**config.mk**
```make
export PLATFORM = sky130hd
export DESIGN_NAME = lcd_frame_seq
export DESIGN_NICKNAME = d
export VERILOG_FILES = /design/src/rtl/lcd_frame_seq.sv
export SDC_FILE = /design/constraint.sdc
export NUM_CORES = 1
export LEC_CHECK = 0
export CAP_MARGIN = 20
export CORE_ASPECT_RATIO = 1.25
export CORE_MARGIN = 5
export CORE_UTILIZATION = 35
export CTS_CLUSTER_SIZE = 16
export DETAILED_ROUTE_END_ITERATION = 10
export DONT_BUFFER_PORTS = 1
export GPL_TIMING_DRIVEN = 0
export MAX_ROUTING_LAYER = met4
export PLACE_DENSITY_LB_ADDON = 0.05
export SLEW_MARGIN = 20
export SYNTH_ARGS = -nofsm -noshare
export SYNTH_HDL_FRONTEND = slang
export SYNTH_SLANG_ARGS = --single-unit
```
**constraint.sdc**
```tcl
create_clock -name clk -period 4.6 [get_ports clk]
set_clock_uncertainty 0.05 [all_clocks]
set_input_delay 0.92 -clock clk [delete_from_list [all_inputs] [get_ports clk]]
set_output_delay 0.92 -clock clk [all_outputs]
set_load 0.02 [all_outputs]
```
**src/rtl/lcd_frame_seq.sv**
```systemverilog
// Power-up/init sequencer and 32-character frame redraw for a 16x2 HD44780 LCD.
// Optional LCD_FRAME_SKIP_SAME_EN: a request for the message already on screen completes without a redraw.
module lcd_frame_seq #(
  parameter int POWERUP_CYC = 1000000,
  parameter int SETUP_CYC   = 4,
  parameter int EN_HIGH_CYC = 25,
  parameter int SETTLE_CYC  = 2500,
  parameter int CLEAR_CYC   = 100000
) (
  input  logic       clk,
  input  logic       rst,
  input  logic       req,
  input  logic [1:0] msg_sel,
  output logic       busy,
  output logic       done,
  output logic       LCD_ON,
  output logic       LCD_RW,
  output logic       LCD_EN,
  output logic       LCD_RS,
  inout  wire  [7:0] LCD_DATA
);

  // state  | meaning
  // PWRUP  | wait POWERUP_CYC after reset before the first init command
  // IDLE   | init finished, waiting for req
  // SETUP  | RS/DATA driven, EN low
  // EN_HI  | EN strobe high
  // SETTLE | EN low, waiting for the LCD to execute the byte
  // DONE   | one-cycle done pulse; behaves like IDLE for the next req
  // Init bytes (in_init=1) and frame bytes share SETUP/EN_HI/SETTLE.
  typedef enum logic [2:0] {
    S_PWRUP, S_IDLE, S_SETUP, S_EN_HI, S_SETTLE, S_DONE
  } state_t;

  localparam logic [31:0] T_PWR   = 32'(POWERUP_CYC - 1);
  localparam logic [31:0] T_SETUP = 32'(SETUP_CYC - 1);
  localparam logic [31:0] T_EN    = 32'(EN_HIGH_CYC - 1);
  localparam logic [31:0] T_SET   = 32'(SETTLE_CYC - 1);
  localparam logic [31:0] T_CLR   = 32'(CLEAR_CYC - 1);

  localparam logic [127:0] L1_Q1  = "Question 1      ";
  localparam logic [127:0] L1_Q2  = "Question 2      ";
  localparam logic [127:0] L1_OK  = "Correct!        ";
  localparam logic [127:0] L1_BAD = "Wrong - retry   ";
  localparam logic [127:0] L2_SW  = "Enter on SW[9:0]";
  localparam logic [127:0] L2_SP  = "                ";

  state_t      state;
  logic [31:0] tmr;
  logic [5:0]  step;
  logic [1:0]  init_idx;
  logic        in_init;
  logic [1:0]  msg_q;
  logic [7:0]  data_q;
  logic [31:0] settle_last;
`ifdef LCD_FRAME_SKIP_SAME_EN
  logic [1:0]  last_msg;
  logic        last_vld;
`endif

  function automatic logic [7:0] init_cmd(input logic [1:0] idx);
    case (idx)
      2'd0:    return 8'h38;
      2'd1:    return 8'h0C;
      2'd2:    return 8'h01;
      default: return 8'h06;
    endcase
  endfunction

  // Returns {rs, data} for frame step s of message m.
  function automatic logic [8:0] frame_byte(input logic [1:0] m, input logic [5:0] s);
    logic [127:0] l1;
    logic [127:0] l2;
    logic [3:0]   col;
    logic [6:0]   lo;
    case (m)
      2'd0:    begin l1 = L1_Q1;  l2 = L2_SW; end
      2'd1:    begin l1 = L1_Q2;  l2 = L2_SW; end
      2'd2:    begin l1 = L1_OK;  l2 = L2_SP; end
      default: begin l1 = L1_BAD; l2 = L2_SP; end
    endcase
    if (s == 6'd0) return 9'h080;
    if (s == 6'd17) return 9'h0C0;
    col = (s <= 6'd16) ? 4'(s - 6'd1) : 4'(s - 6'd18);
    lo  = {4'd15 - col, 3'b000};
    return (s <= 6'd16) ? {1'b1, l1[lo +: 8]} : {1'b1, l2[lo +: 8]};
  endfunction

  assign LCD_ON   = 1'b1;
  assign LCD_RW   = 1'b0;
  assign LCD_DATA = data_q;
  assign settle_last = (!LCD_RS && data_q == 8'h01) ? T_CLR : T_SET;

  always_ff @(posedge clk or negedge rst) begin
    if (!rst) begin
      state    <= S_PWRUP;
      tmr      <= '0;
      step     <= '0;
      init_idx <= '0;
      in_init  <= 1'b1;
      msg_q    <= '0;
      data_q   <= '0;
      LCD_RS   <= 1'b0;
      LCD_EN   <= 1'b0;
      busy     <= 1'b1;
      done     <= 1'b0;
`ifdef LCD_FRAME_SKIP_SAME_EN
      last_msg <= '0;
      last_vld <= 1'b0;
`endif
    end else begin
      done <= 1'b0;
      case (state)
        S_PWRUP: begin
          if (tmr == T_PWR) begin
            tmr      <= '0;
            init_idx <= '0;
            in_init  <= 1'b1;
            LCD_RS   <= 1'b0;
            data_q   <= init_cmd(2'd0);
            state    <= S_SETUP;
          end else begin
            tmr <= tmr + 32'd1;
          end
        end
        S_IDLE, S_DONE: begin
          if (req) begin
            msg_q <= msg_sel;
            step  <= '0;
            tmr   <= '0;
            busy  <= 1'b1;
`ifdef LCD_FRAME_SKIP_SAME_EN
            if (last_vld && msg_sel == last_msg) begin
              state <= S_DONE;
              done  <= 1'b1;
            end else
`endif
            begin
              {LCD_RS, data_q} <= frame_byte(msg_sel, 6'd0);
              state <= S_SETUP;
            end
          end else begin
            busy  <= 1'b0;
            state <= S_IDLE;
          end
        end
        S_SETUP: begin
          if (tmr == T_SETUP) begin
            tmr    <= '0;
            LCD_EN <= 1'b1;
            state  <= S_EN_HI;
          end else begin
            tmr <= tmr + 32'd1;
          end
        end
        S_EN_HI: begin
          if (tmr == T_EN) begin
            tmr    <= '0;
            LCD_EN <= 1'b0;
            state  <= S_SETTLE;
          end else begin
            tmr <= tmr + 32'd1;
          end
        end
        S_SETTLE: begin
          if (tmr == settle_last) begin
            tmr <= '0;
            if (in_init) begin
              if (init_idx == 2'd3) begin
                in_init <= 1'b0;
                busy    <= 1'b0;
                state   <= S_IDLE;
              end else begin
                init_idx <= init_idx + 2'd1;
                LCD_RS   <= 1'b0;
                data_q   <= init_cmd(init_idx + 2'd1);
                state    <= S_SETUP;
              end
            end else if (step == 6'd33) begin
              done  <= 1'b1;
              busy  <= 1'b0;
              state <= S_DONE;
`ifdef LCD_FRAME_SKIP_SAME_EN
              last_msg <= msg_q;
              last_vld <= 1'b1;
`endif
            end else begin
              step <= step + 6'd1;
              {LCD_RS, data_q} <= frame_byte(msg_q, step + 6'd1);
              state <= S_SETUP;
            end
          end else begin
            tmr <= tmr + 32'd1;
          end
        end
        default: state <= S_PWRUP;
      endcase
    end
  end

endmodule
```
==> flow_metrics.tcl, run 1 <==
set metrics [dict create \
    arrival_ps 4670 \
    holdWs_ps 229 \
    drtPass1Iterations 5 \
    setup_tns_ps 0 \
    r2r-end "LCD_DATA[0]" \
    cts_tree "yes" \
    wl_per_cell_um 19.8 \
    pwr-share-clk 0.540 \
    synth_ff_type "dfrtp_1" \
    leakagePower_nw 1.90 \
    ys_ff_latch 58 \
    combPwrFrac 0.007 \
    h-tree-depth 3 \
    p_per_area_nw_per_um2 226 \
    crit_type "reg -> reg" \
    synth-simple-area-share 0.260 \
    post-route-drc-count 0 \
    crit_path_end "LCD_DATA[0]" \
    clk_pin_slew_ps 60 \
    die_area_um2 15600 \
    grt_max_degree 59 \
    drtIter0Drc 271 \
    avgSynthCellArea_um2 8.07 \
    grt_use_total 0.197 \
    start_util 0.361 \
    yosysMostFrequentCell "nand2_1" \
    drt_wl_total_mm 14.9 \
    outcome "completed" \
    worst_pin_slew_ps 846 \
    io_buffers 0 \
    rows 46 \
    drv_slew 0 \
    synth.largest_area_cell "dfrtp_1" \
    grt_first_pass_wirelength_mm 23.8 \
    syn_nets 595 \
    yosysWarnings 0 \
    max_freq_ghz 0.225 \
    hpwl_mm 11.0 \
    hold_viol_final 0 \
    synth_xor_area_frac 0.0266 \
    period_share 0.967 \
    syn2layout_area_growth_pct 10.8 \
    synth_mux_area_frac 0.0141 \
    pwr-share-seq 0.453 \
    grt-ovfl-total 0 \
    fin_nets 606 \
    synth.yosys.seq_area_share 0.316 \
    synth_top_family_by_area "compound AO/OA/AOI/OAI gates" \
    insertion_delay_ps 330 \
    yosys-top-cells-area "dfrtp_1, ha_1, nand2_1, o21ai_0, nand3_1" \
    finalWeightedCongestion 0.925 \
    dieHeight_um 138 \
    maxSlewHeadroom 0.432 \
    reg2reg_slack_ps 150 \
    crit_fanout 10 \
    num_antenna_cells 0 \
    min_period_ps 4450 \
    fp.dieW_um 113 \
    cts.sinks 58 \
    worstSetupStartpoint "step[0]" \
    r2r-start "step[0]" \
    final_antenna_net_count 0 \
    worstPathRequired_ps 4820 \
    setup_viol 0 \
    antenna_found_initial 0 \
    rr_worst_depth 16 \
    drive_above_1_share 0.104 \
    worstSetupStartpointType "register" \
    sw_frac_of_total 0.225 \
    power_switching_mw 0.260 \
    async_reset_ff_frac 1.00 \
    rsz0062_at_grt "false" \
    core-area_um2 12800 \
    clock_path_buffers 2 \
    avgViaCountPerCell 5.98 \
    p_int_mw 0.894 \
    cap_violations 0 \
    synth_edf_count 0 \
    grt_pass1_vias 4364 \
    cp-end-kind "register" \
    synth_area_um2 4610 \
    synth_compound_area_frac 0.273 \
    synth_commonest_cells "nand2_1, dfrtp_1, o21ai_0, nor2_1, nand3_1" \
    syn_inst 571 \
    synth.distinct_cells 75 \
    synth_fa_ha_area_frac 0.0516 \
    synth_top_area_share 0.304 \
    cts_buffers 9 \
    vias 4518 \
    io_pins 19 \
    ir_drop_v 0.000129 \
    cts_root_buf "clkbuf_16" \
    fillers 1331 \
    hp-class "in -> async" \
]
## power groups by stage
| stage | sequential, mW | clock (mW) | combinational [mW] |
|---|---|---|---|
| 6_report | 0.523 | 0.623 | 0.00790 |
| 5_1_grt | 0.523 | 0.664 | 0.00868 |
| 4_1_cts | 0.523 | 0.639 | 0.00788 |
| 3_5_place_dp | 0.532 | 0 | 0.00784 |
| 3_3_place_gp | 0.532 | 0 | 0.00776 |
| 2_1_floorplan | 0.530 | 0 | 0.00676 |
## cell usage in the layout, fill, tap and decap left out, types with 5 or more instances in the layout
cell type	count
nand2_1	61
dfrtp_1	56
o21ai_0	42
nor2_1	41
nand3_1	32
a21oi_1	30
clkbuf_1	21
ha_1	19
o21ai_1	15
o31ai_1	14
inv_1	13
nor3_1	13
nand2b_1	10
a31oi_1	10
or3_1	9
o211ai_1	9
clkbuf_16	9
and3_1	8
nor4_1	8
nand4_1	8
buf_2	7
a21o_1	7
xnor2_1	7
a211oi_1	7
xor2_1	7
o41ai_1	7
or2_2	6
or4_1	6
nor2b_1	6
o2111ai_1	6
clkinv_2	5
buf_6	5
## registers in the layout, summed over array words and instances, names as in the netlist
register,cells
LCD_RS,1
in_init,1
state,3
busy,1
step,6
done,1
LCD_EN,1
LCD_DATA,8
init_idx,2
tmr,32
msg_q,2
## per-stage QoR
| stage | utilization | setup slack (ps) | cell area (um^2) | cells | total power [mW] |
|---|---|---|---|---|---|
| CTS | 0.400 | 48.3 | 5110 | 756 | 1.17 |
| finish | 0.400 | 151 | 5100 | 755 | 1.15 |
| global route | 0.400 | 0.956 | 5100 | 755 | 1.20 |
| floorplan | - | 765 | 4610 | 571 | 0.537 |
| global placement | 0.377 | -656 | 4820 | 739 | 0.540 |
| detailed placement | 0.377 | -515 | 4820 | 739 | 0.540 |
## repair_timing
action / in CTS / in global routing
pin swaps: 1 / 0
endpoints found under the hold margin: 0 / 0
setup endpoints to repair: 7 / 6
gates resized for setup: 5 / 2
setup buffers: 1 / 0
hold buffers: 0 / 0
## logic make-up after synthesis
family | count (synthesis)
simple gates | 231
compound gates | 186
flops | 58
buf+inv | 55
fa+ha+maj | 19
xor+xnor | 14
mux | 6
other cells | 2
## final cells by class
cell class / count / area (um^2) / share of cell area
Buffer: 38 / 200 / 0.0392
Clock buffer: 11 / 243 / 0.0475
Clock inverter: 5 / 30.0 / 0.00588
Inverter: 16 / 62.6 / 0.0123
Multi-Input combinational cell: 458 / 2900 / 0.568
Sequential cell: 58 / 1450 / 0.285
Tap cell: 168 / 210 / 0.0412
Timing Repair Buffer: 1 / 7.51 / 0.00147
## worst min path at each step
stage	startpoint	end	cells after the start
after global placement	tmr[31]	tmr[31]	1
after floorplan	tmr[31]	tmr[31]	1
final	rst	tmr[31]	0
after detailed placement	tmr[31]	tmr[31]	1
after CTS	rst	tmr[22]	0
after global routing	rst	tmr[31]	0
## worst max-delay path, stage by stage (launching register included)
cell and delay (ps):
dfrtp_1 540, ha_1 270, buf_2 180, and3_1 220, a21o_1 230, o311ai_4 360
inv_2 170, clkbuf_2 250, ha_1 330, clkbuf_1 330, clkbuf_2 330, nor3b_1 220
mux2i_1 100, o2111ai_1 270, o2111ai_1 150, o311ai_1 160, mux2_2 230
## per-layer routing
metal | GRT usage | vias up | wire, um
met1 | 0.225 | 2192 | 5920
li1 | - | 2156 | -
met2 | 0.339 | 137 | 7880
met4 | 0.0791 | 0 | 447
met3 | 0.0367 | 33 | 674
met5 | - | - | 0
Note: power is estimated with default switching activity, not from simulation.
==> run 2, diff against run 1 <==
--- a/config.mk
+++ b/config.mk
@@ -9,6 +9,7 @@
 export CORE_ASPECT_RATIO = 1.25
 export CORE_MARGIN = 5
 export CORE_UTILIZATION = 35
+export CTS_BUF_LIST = sky130_fd_sc_hd__clkbuf_2 sky130_fd_sc_hd__clkbuf_4 sky130_fd_sc_hd__clkbuf_8
 export CTS_CLUSTER_SIZE = 16
 export DETAILED_ROUTE_END_ITERATION = 10
 export DONT_BUFFER_PORTS = 1
==> run 2 against run 1 <==
Compared with the run above:
- design area decreased by 2.0%
- critical path type unchanged
- critical endpoint unchanged
- worst hold slack worse by 13 ps
- via count decreased by 0.49%
- critical path depth down 4
- non-clock buffer count decreased by 1
- routed wire length fell by 0.66%
- first-iteration DRC count increased by 1.1%
- sequential share of layout area rose by 0.58 points
- die area unchanged
- maximum frequency is 0.63% higher
- register-to-register slack gained 30 ps
- count of clock-buffer cells in the layout stayed put
==> flow_metrics.tcl, run 2 (same netlist as run 1, synthesis figures left out) <==
set metrics [dict create \
    ir_drop_v 0.000104 \
    max_freq_ghz 0.226 \
    insertion_delay_ps 340 \
    final_common_cell "nand2_1" \
    drtPass1Iterations 5 \
    final_antenna_net_count 0 \
    h-tree-depth 3 \
    io_pins 19 \
    hold_viol_final 0 \
    drt_wl_total_mm 14.8 \
    grt_first_pass_wirelength_mm 23.6 \
    cts.sinks 58 \
    setup_viol 0 \
    critPathMaxStageDelay_ps 620 \
    post-route-drc-count 0 \
    num_antenna_cells 0 \
    grt_pass1_vias 4347 \
    antenna_found_initial 0 \
    cts_buffers 9 \
    worstPathRequired_ps 4780 \
    hp-class "in -> async" \
    drv_slew 0 \
    grt-ovfl-total 0 \
    final_cell_mix "nand2_1, dfrtp_1, o21ai_0, nor2_1, nand3_1" \
    min_period_ps 4420 \
    clock_path_buffers 2 \
    drive_above_1_share 0.106 \
    finalWeightedCongestion 0.925 \
    cts_tree "yes" \
    cp-end-kind "register" \
    syn2layout_area_growth_pct 8.61 \
    grt_max_degree 59 \
    crit_type "reg -> reg" \
    rsz0062_at_grt "false" \
    start_util 0.361 \
    setup_ws_ps 179 \
    cpLargestDelayFamily "adder cells" \
    setup_tns_ps 0 \
    wl_per_cell_um 19.7 \
    fin_util 0.392 \
    worst_pin_slew_ps 810 \
    maxSlewHeadroom 0.456 \
    critPathSlowestCell "dfrtp_1" \
    period_share 0.961 \
    fillers 1338 \
    hpwl_mm 11.0 \
    avgViaCountPerCell 5.96 \
    worstSetupStartpointType "register" \
    crit_buf_inv 3 \
    crit_fanout 11 \
    outcome "completed" \
    regArea_um2 1450 \
    rows 46 \
    crit_chain "clkinv_2 > ha_1 > clkinv_2 > ha_1 > inv_1 > or3_1 > a21oi_1 > a211o_1 > o2111ai_1 > o2111ai_1 > o311ai_1 > mux2_2" \
    regMostFlops "tmr" \
    cts_root_buf "clkbuf_8" \
    core-area_um2 12800 \
    io_buffers 0 \
    vias 4496 \
    cap_violations 0 \
    clk_pin_slew_ps 70 \
    p_per_area_nw_per_um2 193 \
    placement.setup.worst_slack_ps -515 \
    p_total_mw 0.964 \
    multi_input_area_um2 2900 \
    fp.dieW_um 113 \
    drtIter0Drc 274 \
    leakagePower_nw 1.85 \
    fin_nets 605 \
    die_area_um2 15600 \
    dieHeight_um 138 \
    arrival_ps 4600 \
    grt_use_total 0.195 \
    largest_register_ffs 32 \
]
-- run 2: cell count changes in the layout (fill, tap and decap cells not counted), sizes merged --
cell    before  now
clkbuf      34   33
-- run 2: layout make-up --
type | count | share of cell area
tap | 168 | 0.0420
multi-input combinational | 458 | 0.579
timing repair buffer | 1 | 0.00150
sequential | 58 | 0.291
clock buffer | 11 | 0.0290
clock inverter | 5 | 0.00600
buffer | 37 | 0.0393
inverter | 16 | 0.0125
-- run 2: what timing repair did --
action | in CTS | in global routing
setup buffers | 1 | 0
gates resized for setup | 5 | 2
pin swaps | 1 | 0
setup endpoints to repair | 7 | 6
cloned | 0 | 0
endpoints found under the hold margin | 0 | 0
hold buffers | 0 | 0
-- run 2: per-stage QoR --
stage / cells / cell area, um^2 / hold WS, ps
after CTS: 756 / 5010 / 191
after global routing: 754 / 5000 / 182
after global placement: 739 / 4820 / 420
final: 754 / 5000 / 215
after floorplan: 571 / 4610 / 398
after detailed placement: 739 / 4820 / 425
-- run 2: final timing paths --
check / from / end / cells past startpoint / slack (ps)
max: step[0] / LCD_DATA[0] / 12 / 180
min: rst / tmr[31] / 0 / 220
max reg2reg: step[0] / LCD_DATA[0] / 12 / 180
min reg2reg: tmr[31] / tmr[31] / 1 / 430
max in group asynchronous: rst / in_init / 0 / 4110
min in group clk: tmr[31] / tmr[31] / 1 / 430
-- run 2: power by group --
part / switching, mW / internal [mW] / total, mW
Clock: 0.221 / 0.213 / 0.434
Sequential: 0.00840 / 0.513 / 0.522
Combinational: 0.00419 / 0.00371 / 0.00790
-- run 2: metal layers --
layer  share of wire  wire length, um  track usage
met1            0.40             5860        0.225
met4           0.032              467       0.0804
met5               0                0            -
met3           0.048              715       0.0297
met2            0.53             7780        0.336
==> run 3, diff against run 2 <==
--- a/config.mk
+++ b/config.mk
@@ -6,7 +6,7 @@
 export NUM_CORES = 1
 export LEC_CHECK = 0
 export CAP_MARGIN = 20
-export CORE_ASPECT_RATIO = 1.25
+export CORE_ASPECT_RATIO = 1.75
 export CORE_MARGIN = 5
 export CORE_UTILIZATION = 35
 export CTS_BUF_LIST = sky130_fd_sc_hd__clkbuf_2 sky130_fd_sc_hd__clkbuf_4 sky130_fd_sc_hd__clkbuf_8
==> run 3 against run 2 <==
Compared with the run above:
- total power up 1.3%
- first-iteration DRC count up 1.5%
- flip-flop and latch count unchanged
- highest routed layer unchanged
==> flow_metrics.tcl, run 3 (same netlist as run 1, synthesis figures left out) <==
set metrics [dict create \
    outcome "completed" \
    drtPass1Iterations 6 \
    avgViaCountPerCell 6.05 \
    leakagePower_nw 1.85 \
    antenna_found_initial 0 \
    wl_per_cell_um 21.8 \
    drtIter0Drc 278 \
    p_int_mw 0.744 \
    fp.dieW_um 96.7 \
    hpwl_mm 12.5 \
    cts_tree "yes" \
    reg2reg_slack_ps 190 \
    cts_root_buf "clkbuf_8" \
    combPwrFrac 0.008 \
    min_period_ps 4410 \
    final_antenna_net_count 0 \
    post-route-drc-count 0 \
    cp-end-kind "register" \
    drt_wl_total_mm 16.5 \
    drive_above_1_share 0.109 \
    regMostFlops "tmr" \
    cts_buffers 9 \
    critPathMaxStageDelay_ps 520 \
    grt_use_total 0.220 \
    hold_viol_final 0 \
    power_switching_mw 0.233 \
    period_share 0.959 \
    dieHeight_um 162 \
    grt_max_degree 59 \
    max_freq_ghz 0.227 \
    largest_register_ffs 32 \
    grt_pass1_vias 4620 \
    placement.setup.worst_slack_ps -443 \
    arrival_ps 4650 \
    crit_fanout 11 \
    pwr-share-clk 0.456 \
    maxSlewHeadroom 0.350 \
    h-tree-depth 3 \
    final_cell_mix "nand2_1, dfrtp_1, o21ai_0, nor2_1, nand3_1" \
    drv_slew 0 \
    clock_path_buffers 2 \
    sw_frac_of_total 0.239 \
    worstPathRequired_ps 4840 \
    clk_pin_slew_ps 70 \
    hp-class "in -> async" \
    finalWeightedCongestion 0.908 \
    crit_chain "ha_1 > buf_2 > and3_1 > a21o_1 > o311ai_4 > inv_2 > clkbuf_2 > ha_2 > clkbuf_2 > nor3b_1 > mux2i_1 > o2111ai_1 > o2111ai_1 > o311ai_1 > mux2_2" \
    setup_viol 0 \
    cap_violations 0 \
    crit_type "reg -> reg" \
    worstSetupStartpointType "register" \
    io_buffers 0 \
    setup_ws_ps 190 \
    num_antenna_cells 0 \
    start_util 0.356 \
    fin_nets 604 \
    worst_pin_slew_ps 968 \
    rows 55 \
    pwr-share-seq 0.536 \
    vias 4571 \
    final_common_cell "nand2_1" \
    p_per_area_nw_per_um2 195 \
    ir_drop_v 0.000142 \
    cts.sinks 58 \
    insertion_delay_ps 350 \
    cpLargestDelayFamily "compound AO/OA/AOI/OAI gates" \
    rsz0062_at_grt "false" \
    io_pins 19 \
    syn2layout_area_growth_pct 8.72 \
    postCtsHoldBufs 0 \
    crit_buf_inv 4 \
    die_area_um2 15600 \
    core-area_um2 12900 \
    grt_first_pass_wirelength_mm 26.5 \
    p_total_mw 0.977 \
    grt-ovfl-total 0 \
    critPathSlowestCell "dfrtp_1" \
]
[run 3: worst paths after layout]
| check | from | to | cells after the start |
|---|---|---|---|
| max in group asynchronous | rst | in_init | 0 |
| worst min-delay path | rst | tmr[18] | 0 |
| worst min register to register | tmr[31] | tmr[31] | 1 |
| min in group clk | tmr[31] | tmr[31] | 1 |
| worst max register to register | step[0] | LCD_DATA[0] | 15 |
| worst max-delay path | step[0] | LCD_DATA[0] | 15 |
[run 3: timing repair]
| action | 4_1_cts | 5_1_grt |
|---|---|---|
| gates resized for setup | 5 | 6 |
| hold endpoints to repair | 0 | 0 |
| buffers inserted | 0 | 0 |
| setup endpoints to repair | 6 | 6 |
[run 3: cell type report]
type | instances | area, um^2
fill | 1418 | 7930
inverter | 16 | 62.6
tap | 171 | 214
sequential | 58 | 1450
buffer | 37 | 198
clock buffer | 13 | 160
multi-input combinational | 458 | 2900
clock inverter | 3 | 17.5
[run 3: routing by layer]
| layer | wire [um] | GRT usage | vias up | part of all wire |
|---|---|---|---|---|
| met5 | 0 | - | - | 0 |
| met4 | 1050 | 0.131 | 0 | 0.064 |
| met3 | 522 | 0.0288 | 47 | 0.032 |
| met2 | 9090 | 0.410 | 145 | 0.55 |
| met1 | 5830 | 0.214 | 2233 | 0.35 |
| li1 | - | - | 2146 | - |
[run 3: power by group through the flow]
stage,registers [mW],clock network [mW],logic [mW]
4_1_cts,0.524,0.466,0.00783
3_3_place_gp,0.533,0,0.00783
2_1_floorplan,0.530,0,0.00676
3_5_place_dp,0.534,0,0.00780
5_1_grt,0.524,0.481,0.00891
6_report,0.523,0.446,0.00788
[run 3: stage by stage]
| stage | area, um^2 | std cells | hold slack, ps | TNS [ps] | utilization |
|---|---|---|---|---|---|
| 6_report | 5010 | 756 | 210 | 0 | 0.387 |
| 5_1_grt | 5010 | 756 | 185 | 0 | 0.387 |
| 4_1_cts | 5000 | 757 | 183 | 0 | 0.387 |
| 3_5_place_dp | 4820 | 742 | 425 | -2280 | 0.373 |
| 3_3_place_gp | 4820 | 742 | 418 | -2650 | 0.373 |
| 2_1_floorplan | 4610 | 571 | 398 | 0 | - |
